--- config.mk ---
export PLATFORM = sky130hd
export DESIGN_NAME = tcb_man_stream
export DESIGN_NICKNAME = d
export VERILOG_FILES = /design/src/rtl/tcb_pkg.sv /design/src/rtl/tcb_man_stream_fifo.sv /design/src/rtl/tcb_man_stream.sv
export SDC_FILE = /design/constraint.sdc
export NUM_CORES = 1
export LEC_CHECK = 0
export BUFFER_PORTS_ARGS = -buffer_cell sky130_fd_sc_hd__buf_2
export CAP_MARGIN = 20
export CORE_ASPECT_RATIO = 0.75
export CORE_MARGIN = 3
export CORE_UTILIZATION = 51
export DETAILED_ROUTE_END_ITERATION = 7
export MAX_ROUTING_LAYER = met4
export PLACE_DENSITY = 0.81
export SLEW_MARGIN = 20
export SYNTH_ARGS = -nofsm -noshare
export SYNTH_HDL_FRONTEND = slang
export SYNTH_HIERARCHICAL = 1
export SYNTH_SLANG_ARGS = --single-unit
--- constraint.sdc ---
create_clock -name clk -period 2.8 [get_ports clk]
set_input_delay 0.14 -clock clk [delete_from_list [all_inputs] [get_ports clk]]
set_output_delay 0.14 -clock clk [all_outputs]
set_load 0.01 [all_outputs]
--- src/rtl/tcb_pkg.sv ---
// Shared types and helpers for the TCB stream manager.
// Macro TCB_MAN_STREAM_BEN_MASK_EN adds byte-enable tracking to rsp_entry_t.
package tcb_pkg;

  // The response entry is sized for the default data bus width.
  localparam int unsigned TCB_DBW = 32;
  localparam int unsigned TCB_BEW = TCB_DBW / 8;

  typedef struct packed {
    logic [TCB_DBW-1:0] rdt;
    logic               err;
    logic               wen;
`ifdef TCB_MAN_STREAM_BEN_MASK_EN
    logic [TCB_BEW-1:0] ben;
`endif
  } rsp_entry_t;

  // The credit counter must hold values 0..depth inclusive.
  function automatic int unsigned cnt_width(input int unsigned depth);
    return $clog2(depth + 1);
  endfunction

endpackage

--- src/rtl/tcb_man_stream_fifo.sv ---
// Response FIFO for the TCB stream manager; head entry is read straight from storage.
// Entry layout depends on macro TCB_MAN_STREAM_BEN_MASK_EN (see tcb_pkg).
module tcb_man_stream_fifo
  import tcb_pkg::*;
#(
  parameter int unsigned DEPTH = 4
) (
  input  logic       clk,
  input  logic       rst,
  input  logic       i_push,
  input  rsp_entry_t i_ent,
  input  logic       i_pop,
  output rsp_entry_t o_ent,
  output logic       o_full,
  output logic       o_empty
);

  localparam int unsigned AW = $clog2(DEPTH);
  localparam int unsigned PW = AW + 1;

  rsp_entry_t      r_mem [DEPTH];
  logic [PW-1:0]   r_wptr;
  logic [PW-1:0]   r_rptr;

  // Extra pointer bit distinguishes full from empty when the indices match.
  assign o_empty = (r_wptr == r_rptr);
  assign o_full  = (r_wptr == {~r_rptr[AW], r_rptr[AW-1:0]});
  assign o_ent   = r_mem[r_rptr[AW-1:0]];

  always_ff @(posedge clk) begin
    if (i_push) begin
      r_mem[r_wptr[AW-1:0]] <= i_ent;
    end
  end

  always_ff @(posedge clk) begin
    if (!rst) begin
      r_wptr <= '0;
      r_rptr <= '0;
    end else begin
      if (i_push) begin
        r_wptr <= r_wptr + PW'(1);
      end
      if (i_pop && !o_empty) begin
        r_rptr <= r_rptr + PW'(1);
      end
    end
  end

endmodule

--- src/rtl/tcb_man_stream.sv ---
// TCB manager: valid/ready command stream in, TCB requests out, buffered responses back.
// Macro TCB_MAN_STREAM_BEN_MASK_EN zeroes read-data bytes whose byte enable was 0.
module tcb_man_stream
  import tcb_pkg::*;
#(
  parameter int unsigned ABW = 32,
  parameter int unsigned DBW = TCB_DBW,
  parameter int unsigned BEW = DBW / 8,
  parameter int unsigned DLY = 1,
  parameter int unsigned RFD = 4
) (
  input  logic           clk,
  input  logic           rst,
  input  logic           cmd_vld,
  output logic           cmd_rdy,
  input  logic           cmd_wen,
  input  logic [ABW-1:0] cmd_adr,
  input  logic [BEW-1:0] cmd_ben,
  input  logic [DBW-1:0] cmd_wdt,
  output logic           rsp_vld,
  input  logic           rsp_rdy,
  output logic [DBW-1:0] rsp_rdt,
  output logic           rsp_err,
  output logic           tcb_vld,
  output logic           tcb_wen,
  output logic [ABW-1:0] tcb_adr,
  output logic [BEW-1:0] tcb_ben,
  output logic [DBW-1:0] tcb_wdt,
  input  logic           tcb_rdy,
  input  logic [DBW-1:0] tcb_rdt,
  input  logic           tcb_err
);

  localparam int unsigned CW = cnt_width(RFD);

  logic [CW-1:0] r_cnt;
  logic          w_ok;
  logic          w_trn;
  logic          w_pop;
  logic          w_rph_vld;
  logic          w_rph_wen;
  logic          w_full;
  logic          w_empty;
  rsp_entry_t    w_push_ent;
  rsp_entry_t    w_head;
`ifdef TCB_MAN_STREAM_BEN_MASK_EN
  logic [BEW-1:0] w_rph_ben;
`endif

  // A request may only go out when a FIFO slot is guaranteed for its response.
  assign w_ok    = rst & (r_cnt < CW'(RFD));
  assign tcb_vld = cmd_vld & w_ok;
  assign cmd_rdy = tcb_rdy & w_ok;
  assign tcb_wen = cmd_wen;
  assign tcb_adr = cmd_adr;
  assign tcb_ben = cmd_ben;
  assign tcb_wdt = cmd_wdt;

  assign w_trn   = tcb_vld & tcb_rdy;
  assign rsp_vld = rst & ~w_empty;
  assign w_pop   = rsp_vld & rsp_rdy;

  // Credits: in-flight transfers plus buffered responses.
  always_ff @(posedge clk) begin
    if (!rst) begin
      r_cnt <= '0;
    end else if (w_trn && !w_pop) begin
      r_cnt <= r_cnt + CW'(1);
    end else if (!w_trn && w_pop) begin
      r_cnt <= r_cnt - CW'(1);
    end
  end

  generate
    if (DLY == 0) begin : g_dly0
      assign w_rph_vld = w_trn;
      assign w_rph_wen = cmd_wen;
`ifdef TCB_MAN_STREAM_BEN_MASK_EN
      assign w_rph_ben = cmd_ben;
`endif
    end else begin : g_trk
      logic [DLY-1:0] r_trk_vld;
      logic [DLY-1:0] r_trk_wen;
`ifdef TCB_MAN_STREAM_BEN_MASK_EN
      logic [DLY-1:0][BEW-1:0] r_trk_ben;
`endif

      // Only the valid bits need reset; late responses then find no owner.
      always_ff @(posedge clk) begin
        if (!rst) begin
          r_trk_vld <= '0;
        end else begin
          r_trk_vld[0] <= w_trn;
          for (int i = 1; i < DLY; i++) begin
            r_trk_vld[i] <= r_trk_vld[i-1];
          end
        end
      end

      always_ff @(posedge clk) begin
        r_trk_wen[0] <= cmd_wen;
`ifdef TCB_MAN_STREAM_BEN_MASK_EN
        r_trk_ben[0] <= cmd_ben;
`endif
        for (int i = 1; i < DLY; i++) begin
          r_trk_wen[i] <= r_trk_wen[i-1];
`ifdef TCB_MAN_STREAM_BEN_MASK_EN
          r_trk_ben[i] <= r_trk_ben[i-1];
`endif
        end
      end

      assign w_rph_vld = r_trk_vld[DLY-1];
      assign w_rph_wen = r_trk_wen[DLY-1];
`ifdef TCB_MAN_STREAM_BEN_MASK_EN
      assign w_rph_ben = r_trk_ben[DLY-1];
`endif
    end
  endgenerate

  always_comb begin
    w_push_ent     = '0;
    w_push_ent.rdt = TCB_DBW'(tcb_rdt);
    w_push_ent.err = tcb_err;
    w_push_ent.wen = w_rph_wen;
`ifdef TCB_MAN_STREAM_BEN_MASK_EN
    w_push_ent.ben = TCB_BEW'(w_rph_ben);
`endif
  end

  tcb_man_stream_fifo #(
    .DEPTH (RFD)
  ) u_fifo (
    .clk     (clk),
    .rst     (rst),
    .i_push  (w_rph_vld),
    .i_ent   (w_push_ent),
    .i_pop   (w_pop),
    .o_ent   (w_head),
    .o_full  (w_full),
    .o_empty (w_empty)
  );

  // Write responses carry no data; reads optionally drop disabled bytes.
  always_comb begin
    rsp_rdt = '0;
    if (!w_head.wen) begin
`ifdef TCB_MAN_STREAM_BEN_MASK_EN
      for (int b = 0; b < BEW; b++) begin
        if (w_head.ben[b]) begin
          rsp_rdt[8*b +: 8] = w_head.rdt[8*b +: 8];
        end
      end
`else
      rsp_rdt = DBW'(w_head.rdt);
`endif
    end
  end

  assign rsp_err = w_head.err;

  always @(posedge clk) begin
    if (rst) begin
      assert (!(w_rph_vld && w_full && !w_pop))
        else $error("response FIFO push while full");
    end
  end

endmodule
==> out/metrics.cfg, run 1 <==
[power]
leakagePower_nw=2.62
power_density_mw_per_mm2=715
peakVddDrop_mv=0.394

[synth]
syn_nets=474
synth_area_mm2=0.00641
syn_area_per_cell_um2=17.8
syn-instance-count=360
ys_warn_count=6

[timing]
slew_headroom=0.528
finalHoldViolCount=0
setup_slack_ns=0.428
worst-slew-pin-transition_ns=0.708
skew_ns=0.00691
min_period_over_period=0.847
finalSetupViolations=0
slew_violations=0
holdWs_ns=0.0475
fmax_mhz=422
finalSetupTns_ns=0
min_period_ns=2.37
rsz0062_at_grt=false

[worst_setup_path]
cp_data_arrival_time_ns=2.23
worstSetupStartpointType=flip-flop
reg2reg_to=r_cnt[2]
r2r_setup_slack_ns=0.44
worstPathRequired_ns=2.66
path_class=flip-flop to primary output
rr_startpoint=u_fifo/r_wptr[1]
rr_worst_depth=11
worstPathMaxFanout=32
endpoint_kind=primary output

[global_route]
antenna_found_initial=0
grt_pass1_vias=3194
track_usage=0.171
grt_max_degree=35
grt_overflow=0
grt_pass1_wl_um=16800

[place]
preCtsSetupSlack_ns=0.450
dp_hpwl_um=6580
postPlaceCellArea_mm2=0.00645
gp_congestion=0.775
port-buffer-count=75

[flow_run]
cap_viol_max_count=0

[hold_path]
hold_depth=2
holdCritStartpoint=rst
min_path_type=input port to flip-flop
hold_end=u_fifo/r_rptr[2]

[clocking]
tritoncts=yes
cts_buffer_depth=2
postCtsSetupRepairBufs=0
h-tree-depth=4
path_clk_slew_ns=0.05
cts.sinks=149
cts_buffers=17
ctsRootBufferMaster=clkbuf_16
clkLatencyLatePin_ns=0.41

[route]
dr.first_iter.drc_count=133
route.detailed.drc=0
wl_um=10900
via_per_inst=5.26
wire_per_inst_um=18.4
via_count=3117
dr.pass1.iters=4
ant_nets=0

[floorplan]
die_w_um=135
dieArea_mm2=0.0140
io_pins=212
core_area_mm2=0.0119
die_h_um=103
start_util=0.538
rows=34

[final_layout]
fill_cells=861
design_area_mm2=0.00741
area_delta_synth_final_pct=15.6
register_area_mm2=0.00435
fin_nets=532
multi_input_area_mm2=0.00142
drive_gt1_frac=0.343
antenna_cells=0

[run_status]
outcome=finished clean

[worst max path at each step]
stage / end / slack [ns] / depth (start not counted)
finish: rsp_rdt[2] / 0.43 / 3
global route: r_cnt[2] / 0.20 / 11
CTS: rsp_rdt[2] / 0.39 / 3
detailed placement: r_cnt[2] / 0.45 / 11
global placement: r_cnt[2] / 0.54 / 11
floorplan: r_cnt[2] / 0.58 / 12
[placed cells by master, fill, tap and decap left out, types with 4 or more instances in the layout]
| cell | count |
|---|---|
| inv_1 | 6 |
| buf_4 | 8 |
| and2_1 | 4 |
| xor2_1 | 4 |
| mux4_1 | 4 |
| and2_2 | 4 |
| buf_2 | 75 |
| mux4_2 | 30 |
| edfxtp_1 | 136 |
| clkbuf_1 | 4 |
| clkbuf_16 | 17 |
| nor2b_1 | 35 |
| dlygate4sd3_1 | 36 |
| dfxtp_1 | 11 |
| ha_1 | 6 |
| xnor2_1 | 6 |
| nor2_1 | 4 |
[worst max-delay path: stages, from the launching register on]
cell,delay [ns]
dfxtp_2,0.63
mux4_2,0.71
nor2b_1,0.30
buf_2,0.17
[flip-flops by register name (all words and copies together), names as in the netlist, named ones only]
name and cells:
g_trk.r_trk_vld 1, r_cnt 3, u_fifo/r_mem 136, u_fifo/r_wptr 3, g_trk.r_trk_wen 1, u_fifo/r_rptr 3
[where the power goes]
group,internal [mW],total [mW],switching (mW)
registers,2.47,2.50,0.0243
logic,0.284,0.541,0.257
clock network,1.44,2.26,0.815
[through the flow]
| stage | util | power [mW] | std cells |
|---|---|---|---|
| 2_1_floorplan | - | 3.01 | 360 |
| 3_3_place_gp | 0.541 | 3.04 | 525 |
| 3_5_place_dp | 0.541 | 3.05 | 525 |
| 4_1_cts | 0.622 | 5.35 | 593 |
| 5_1_grt | 0.622 | 5.49 | 593 |
| 6_report | 0.622 | 5.30 | 593 |
[metal layers]
layer / vias up / global-route usage / part of all wire
li1: 1414 / - / -
met1: 1553 / 0.208 / 0.43
met2: 115 / 0.266 / 0.49
met3: 35 / 0.0541 / 0.057
met4: 0 / 0.0790 / 0.025
met5: - / - / 0
[timing repair]
action                                 in CTS  in global routing
endpoints found under the hold margin     134                  0
hold buffers                               36                  0
gates resized for setup                     0                  0
[final cells by class]
class	instances	area share
clock buffer	23	0.0632
clock inverter	9	0.0174
inverter	6	0.00304
multi-input combinational	124	0.192
sequential	149	0.587
tap	162	0.0274
timing repair buffer	120	0.110
(Power assumes the default switching activity.)
==> inputs of run 2 (changes only) <==
--- a/config.mk
+++ b/config.mk
@@ -5,6 +5,7 @@
 export SDC_FILE = /design/constraint.sdc
 export NUM_CORES = 1
 export LEC_CHECK = 0
+export ABC_AREA = 1
 export BUFFER_PORTS_ARGS = -buffer_cell sky130_fd_sc_hd__buf_2
 export CAP_MARGIN = 20
 export CORE_ASPECT_RATIO = 0.75
@@ -12,7 +13,7 @@
 export CORE_UTILIZATION = 51
 export DETAILED_ROUTE_END_ITERATION = 7
 export MAX_ROUTING_LAYER = met4
-export PLACE_DENSITY = 0.81
+export PLACE_DENSITY = 0.8
 export SLEW_MARGIN = 20
 export SYNTH_ARGS = -nofsm -noshare
 export SYNTH_HDL_FRONTEND = slang
==> constraint.sdc (replaced) <==
create_clock -name clk -period 2.4 [get_ports clk]
set_input_delay 0.12 -clock clk [delete_from_list [all_inputs] [get_ports clk]]
set_output_delay 0.12 -clock clk [all_outputs]
set_load 0.01 [all_outputs]
==> out/metrics.cfg, run 2 <==
[run_status]
outcome=finished clean  ; unchanged

[floorplan]
start_util=0.533  ; was 0.538
dieArea_mm2=0.0146  ; was 0.0140 mm²
rows=35  ; was 34
core_area_mm2=0.0126  ; was 0.0119 mm²
die_h_um=105  ; was 103 µm
die_w_um=138  ; was 135 µm
io_pins=212  ; unchanged

[global_route]
antenna_found_initial=0  ; unchanged
grt_overflow=0  ; unchanged
grt_max_degree=44  ; was 35
track_usage=0.206  ; was 0.171
grt_pass1_wl_um=22700  ; was 16800 µm
grt_pass1_vias=4457  ; was 3194

[synth]
syn_area_per_cell_um2=12.0  ; was 17.8 µm²
synth_area_mm2=0.00670  ; was 0.00641 mm²
syn_nets=673  ; was 474
syn-instance-count=559  ; was 360
ys_warn_count=6  ; unchanged

[route]
via_per_inst=5.42  ; was 5.26
route.detailed.drc=0  ; unchanged
dr.pass1.iters=4  ; unchanged
via_count=4252  ; was 3117
wl_um=14400  ; was 10900 µm
wire_per_inst_um=18.3  ; was 18.4 µm
dr.first_iter.drc_count=363  ; was 133
ant_nets=0  ; unchanged

[timing]
slew_violations=0  ; unchanged
finalSetupTns_ns=0  ; unchanged
fmax_mhz=451
worst-slew-pin-transition_ns=0.570  ; was 0.708 ns
min_period_ns=2.22
setup_slack_ns=0.182  ; was 0.428 ns
slew_headroom=0.618  ; was 0.528
finalSetupViolations=0  ; unchanged
rsz0062_at_grt=false  ; unchanged
finalHoldViolCount=0  ; unchanged
skew_ns=0.00432  ; was 0.00691 ns
min_period_over_period=0.924

[clocking]
cts_buffers=17  ; unchanged
clkLatencyLatePin_ns=0.41  ; about the same
h-tree-depth=4  ; unchanged
path_clk_slew_ns=0.06  ; was 0.05 ns
tritoncts=yes  ; unchanged
cts.sinks=149  ; unchanged
cts_buffer_depth=2  ; unchanged
postCtsSetupRepairBufs=0  ; unchanged
ctsRootBufferMaster=clkbuf_16  ; unchanged

[place]
port-buffer-count=75  ; unchanged
preCtsSetupSlack_ns=0.395  ; was 0.450 ns
dp_hpwl_um=8850  ; was 6580 µm
gp_congestion=0.795  ; was 0.775

[power]
power_density_mw_per_mm2=770  ; was 715 mW/mm²
peakVddDrop_mv=0.625  ; was 0.394 mV
total_power_mw=5.89  ; was 5.30 mW
leakagePower_nw=2.95  ; was 2.62 nW

[final_layout]
largest_register_ff_count=136  ; unchanged
fin_nets=722  ; was 532
antenna_cells=0  ; unchanged
final_cell_mix=136 x edfxtp_1, 90 x nor2_1, 75 x buf_2  ; was 136 x edfxtp_1, 75 x buf_2, 36 x dlygate4sd3_1
layout_commonest_cell=edfxtp_1  ; unchanged
final_util=0.608  ; was 0.622
area_delta_synth_final_pct=14.1  ; was 15.6%
drive_gt1_frac=0.262  ; was 0.343

[hold_path]
hold_depth=3  ; was 2
min_path_type=input port to flip-flop  ; unchanged

[worst_setup_path]
endpoint_kind=primary output  ; unchanged
worstPathMaxFanout=20  ; was 32
path_class=flip-flop to primary output  ; unchanged
rr_worst_depth=16  ; was 11
cp_data_arrival_time_ns=2.10  ; was 2.23 ns
worstSetupStartpointType=flip-flop  ; unchanged
worstPathRequired_ns=2.28  ; was 2.66 ns

[flow_run]
cap_viol_max_count=0  ; unchanged

run 2: through the flow:
step | hold WS, ns | instances | cell area (µm²)
after floorplan | 0.148 | 559 | 6700
after global placement | 0.233 | 719 | 6690
after detailed placement | 0.240 | 719 | 6690
after CTS | 0.0144 | 785 | 7640
after global routing | 0.0359 | 785 | 7640
final | 0.0387 | 785 | 7640
run 2: path summary, 6_finish.rpt:
path	startpoint	to	slack, ns
hold reg to reg	u_fifo/r_wptr[2]	u_fifo/r_wptr[2]	0.50
setup / recovery	flip-flop	rsp_rdt[19]	0.18
setup reg to reg	u_fifo/r_wptr[1]	r_cnt[2]	0.39
hold / removal	rst	r_cnt[2]	0.04
run 2: layer usage:
| layer | global-route usage | up-vias | routed length [µm] |
|---|---|---|---|
| met4 | 0.100 | 0 | 422 |
| met1 | 0.230 | 2057 | 5460 |
| met3 | 0.0644 | 45 | 1080 |
| met2 | 0.339 | 213 | 7410 |
| met5 | - | - | 0 |
| li1 | - | 1937 | - |
run 2: report_power, final:
part	switching, mW	internal, mW
sequential	0.0192	2.87
combinational	0.186	0.142
clock	0.959	1.71
run 2: worst max-delay path, cell delays in order, from the launching register on:
cell,delay (ns)
dfxtp_1,0.44
inv_2,0.29
buf_4,0.33
o21ai_0,0.15
o22ai_1,0.16
inv_1,0.10
nor2_1,0.08
buf_2,0.13
run 2: final cells by class:
| class | instances | area (µm²) |
|---|---|---|
| Inverter | 56 | 215 |
| Clock buffer | 17 | 425 |
| Multi-Input combinational cell | 261 | 1450 |
| Clock inverter | 13 | 165 |
| Timing Repair Buffer | 123 | 830 |
| Tap cell | 166 | 208 |
| Fill cell | 945 | 4930 |
| Sequential cell | 149 | 4350 |
run 2: what timing repair did:
| action | CTS | global route |
|---|---|---|
| hold buffers | 36 | 0 |
| endpoints found under the hold margin | 134 | 0 |
| endpoints found under the setup margin | 0 | 14 |
| gates resized for setup | 0 | 1 |
==> inputs of run 3 (changes only) <==
--- a/config.mk
+++ b/config.mk
@@ -5,7 +5,7 @@
 export SDC_FILE = /design/constraint.sdc
 export NUM_CORES = 1
 export LEC_CHECK = 0
-export ABC_AREA = 1
+export ABC_AREA = 0
 export BUFFER_PORTS_ARGS = -buffer_cell sky130_fd_sc_hd__buf_2
 export CAP_MARGIN = 20
 export CORE_ASPECT_RATIO = 0.75
@@ -13,7 +13,7 @@
 export CORE_UTILIZATION = 51
 export DETAILED_ROUTE_END_ITERATION = 7
 export MAX_ROUTING_LAYER = met4
-export PLACE_DENSITY = 0.8
+export PLACE_DENSITY = 0.81
 export SLEW_MARGIN = 20
 export SYNTH_ARGS = -nofsm -noshare
 export SYNTH_HDL_FRONTEND = slang
==> out/metrics.cfg, run 3 (synthesized netlist as in run 1, its figures left out) <==
[run_status]
outcome=finished clean  ; unchanged

[final_layout]
final_util=0.626  ; was 0.608
area_delta_synth_final_pct=16.3  ; was 14.1%
final_cell_mix=136 x edfxtp_1, 75 x buf_2, 36 x dlygate4sd3_1  ; was 136 x edfxtp_1, 90 x nor2_1, 75 x buf_2
drive_gt1_frac=0.352  ; was 0.262
layout_commonest_cell=edfxtp_1  ; unchanged
fin_nets=533  ; was 722
fill_cells=849  ; was 945
antenna_cells=0  ; unchanged
largest_register_ff_count=136  ; unchanged

[worst_setup_path]
worstPathMaxFanout=32  ; was 20
path_class=flip-flop to primary output  ; unchanged
cp_data_arrival_time_ns=2.15  ; was 2.10 ns
worstPathRequired_ns=2.28  ; about the same
worstSetupStartpointType=flip-flop  ; unchanged
cpMaxStageDelayCell=mux4_2  ; was dfxtp_1
crit_chain=mux4_2 > nor2b_1 > buf_2  ; was inv_2 > buf_4 > o21ai_0 > o22ai_1 > inv_1 > nor2_1 > buf_2
endpoint_kind=primary output  ; unchanged
slowest_delay_ns=0.86  ; was 0.44 ns
r2r_setup_slack_ns=0.17  ; was 0.39 ns

[place]
gp_congestion=0.777  ; was 0.795
dp_hpwl_um=6790  ; was 8850 µm
port-buffer-count=75  ; unchanged

[power]
total_power_mw=6.13  ; was 5.89 mW
leakagePower_nw=2.63  ; was 2.95 nW
power_density_mw_per_mm2=823  ; was 770 mW/mm²
peakVddDrop_mv=0.501  ; was 0.625 mV

[global_route]
antenna_found_initial=0  ; unchanged
grt_pass1_vias=3313  ; was 4457
grt_max_degree=33  ; was 44
grt_pass1_wl_um=17500  ; was 22700 µm
grt_overflow=0  ; unchanged
track_usage=0.178  ; was 0.206

[floorplan]
rows=34  ; was 35
die_w_um=135  ; was 138 µm
io_pins=212  ; unchanged
die_h_um=103  ; was 105 µm
core_area_mm2=0.0119  ; was 0.0126 mm²
start_util=0.538  ; was 0.533
dieArea_mm2=0.0140  ; was 0.0146 mm²

[flow_run]
cap_viol_max_count=0  ; unchanged

[clocking]
cts.sinks=149  ; unchanged
cts_buffers=17  ; unchanged
h-tree-depth=4  ; unchanged
ctsRootBufferMaster=clkbuf_16  ; unchanged
clkLatencyLatePin_ns=0.41  ; about the same
tritoncts=yes  ; unchanged
cts_buffer_depth=2  ; unchanged
path_clk_slew_ns=0.06  ; about the same

[route]
via_count=3162  ; was 4252
wl_um=11200  ; was 14400 µm
ant_nets=0  ; unchanged
route.detailed.drc=0  ; unchanged
wire_per_inst_um=18.9  ; was 18.3 µm
dr.first_iter.drc_count=174  ; was 363
dr.pass1.iters=6  ; was 4
via_per_inst=5.32  ; was 5.42

[timing]
skew_ns=0.00726  ; was 0.00432 ns
finalSetupViolations=0  ; unchanged
slew_headroom=0.478  ; was 0.618
worst-slew-pin-transition_ns=0.783  ; was 0.570 ns
fmax_mhz=441  ; was 451 MHz
finalHoldViolCount=0  ; unchanged
slew_violations=0  ; unchanged
min_period_ns=2.27  ; was 2.22 ns
min_period_over_period=0.944  ; was 0.924

[hold_path]
min_path_type=input port to flip-flop  ; unchanged

==> run 3: power by group <==
part           leakage [nW]  switching (mW)  internal, mW  total [mW]
combinational          1.01           0.313         0.340       0.653
clock                 0.280           0.948          1.62        2.57
sequential             1.34          0.0287          2.88        2.91
total                  2.63            1.29          4.84        6.13
==> run 3: layout make-up <==
| type | count | area, µm² | area share |
|---|---|---|---|
| flip-flops and latches | 149 | 4350 | 0.584 |
| clock buffers | 21 | 440 | 0.0591 |
| multi-input cells | 124 | 1440 | 0.193 |
| well taps | 162 | 203 | 0.0272 |
| repair buffers | 121 | 861 | 0.116 |
| clock inverters | 11 | 134 | 0.0180 |
| inverters | 6 | 22.5 | 0.00302 |
==> run 3: per-layer routing <==
layer	track usage	part of all wire
met2	0.282	0.51
met4	0.0860	0.022
met1	0.214	0.42
met3	0.0498	0.048
met5	-	0
==> run 3: path summary, 6_finish.rpt <==
| kind | start | to | depth (start not counted) |
|---|---|---|---|
| worst max-delay path | flip-flop | rsp_rdt[31] | 3 |
| worst min-delay path | rst | u_fifo/r_rptr[2] | 2 |
| worst max register to register | u_fifo/r_rptr[0] | r_cnt[2] | 11 |
| worst min register to register | r_cnt[2] | r_cnt[2] | 2 |
==> run 3: worst max-delay path: cells and delay by family, from the launching register on <==
kind	cells	cell delay (ns)
buffers and inverters	1	0.18
flip-flops	1	0.35
multiplexers	1	0.86
AND/OR/NAND/NOR	1	0.34
==> run 3: timing repair <==
item | 4_1_cts | 5_1_grt
hold buffers | 36 | 0
endpoints found under the hold margin | 134 | 0
gates resized for setup | 0 | 6
endpoints found under the setup margin | 0 | 1
buffers inserted | 0 | 0
==> run 3: per-stage QoR <==
step / instance area (µm²) / instances / hold WS [ns] / worst slack (ns) / setup TNS (ns)
after floorplan: 6410 / 360 / 0.148 / 0.176 / 0
after global placement: 6490 / 526 / 0.238 / 0.174 / 0
after detailed placement: 6490 / 526 / 0.236 / 0.0968 / 0
after CTS: 7430 / 594 / 0.0113 / 0.0554 / 0
after global routing: 7450 / 594 / 0.0206 / -0.0142 / -0.0142
final: 7450 / 594 / 0.0292 / 0.134 / 0
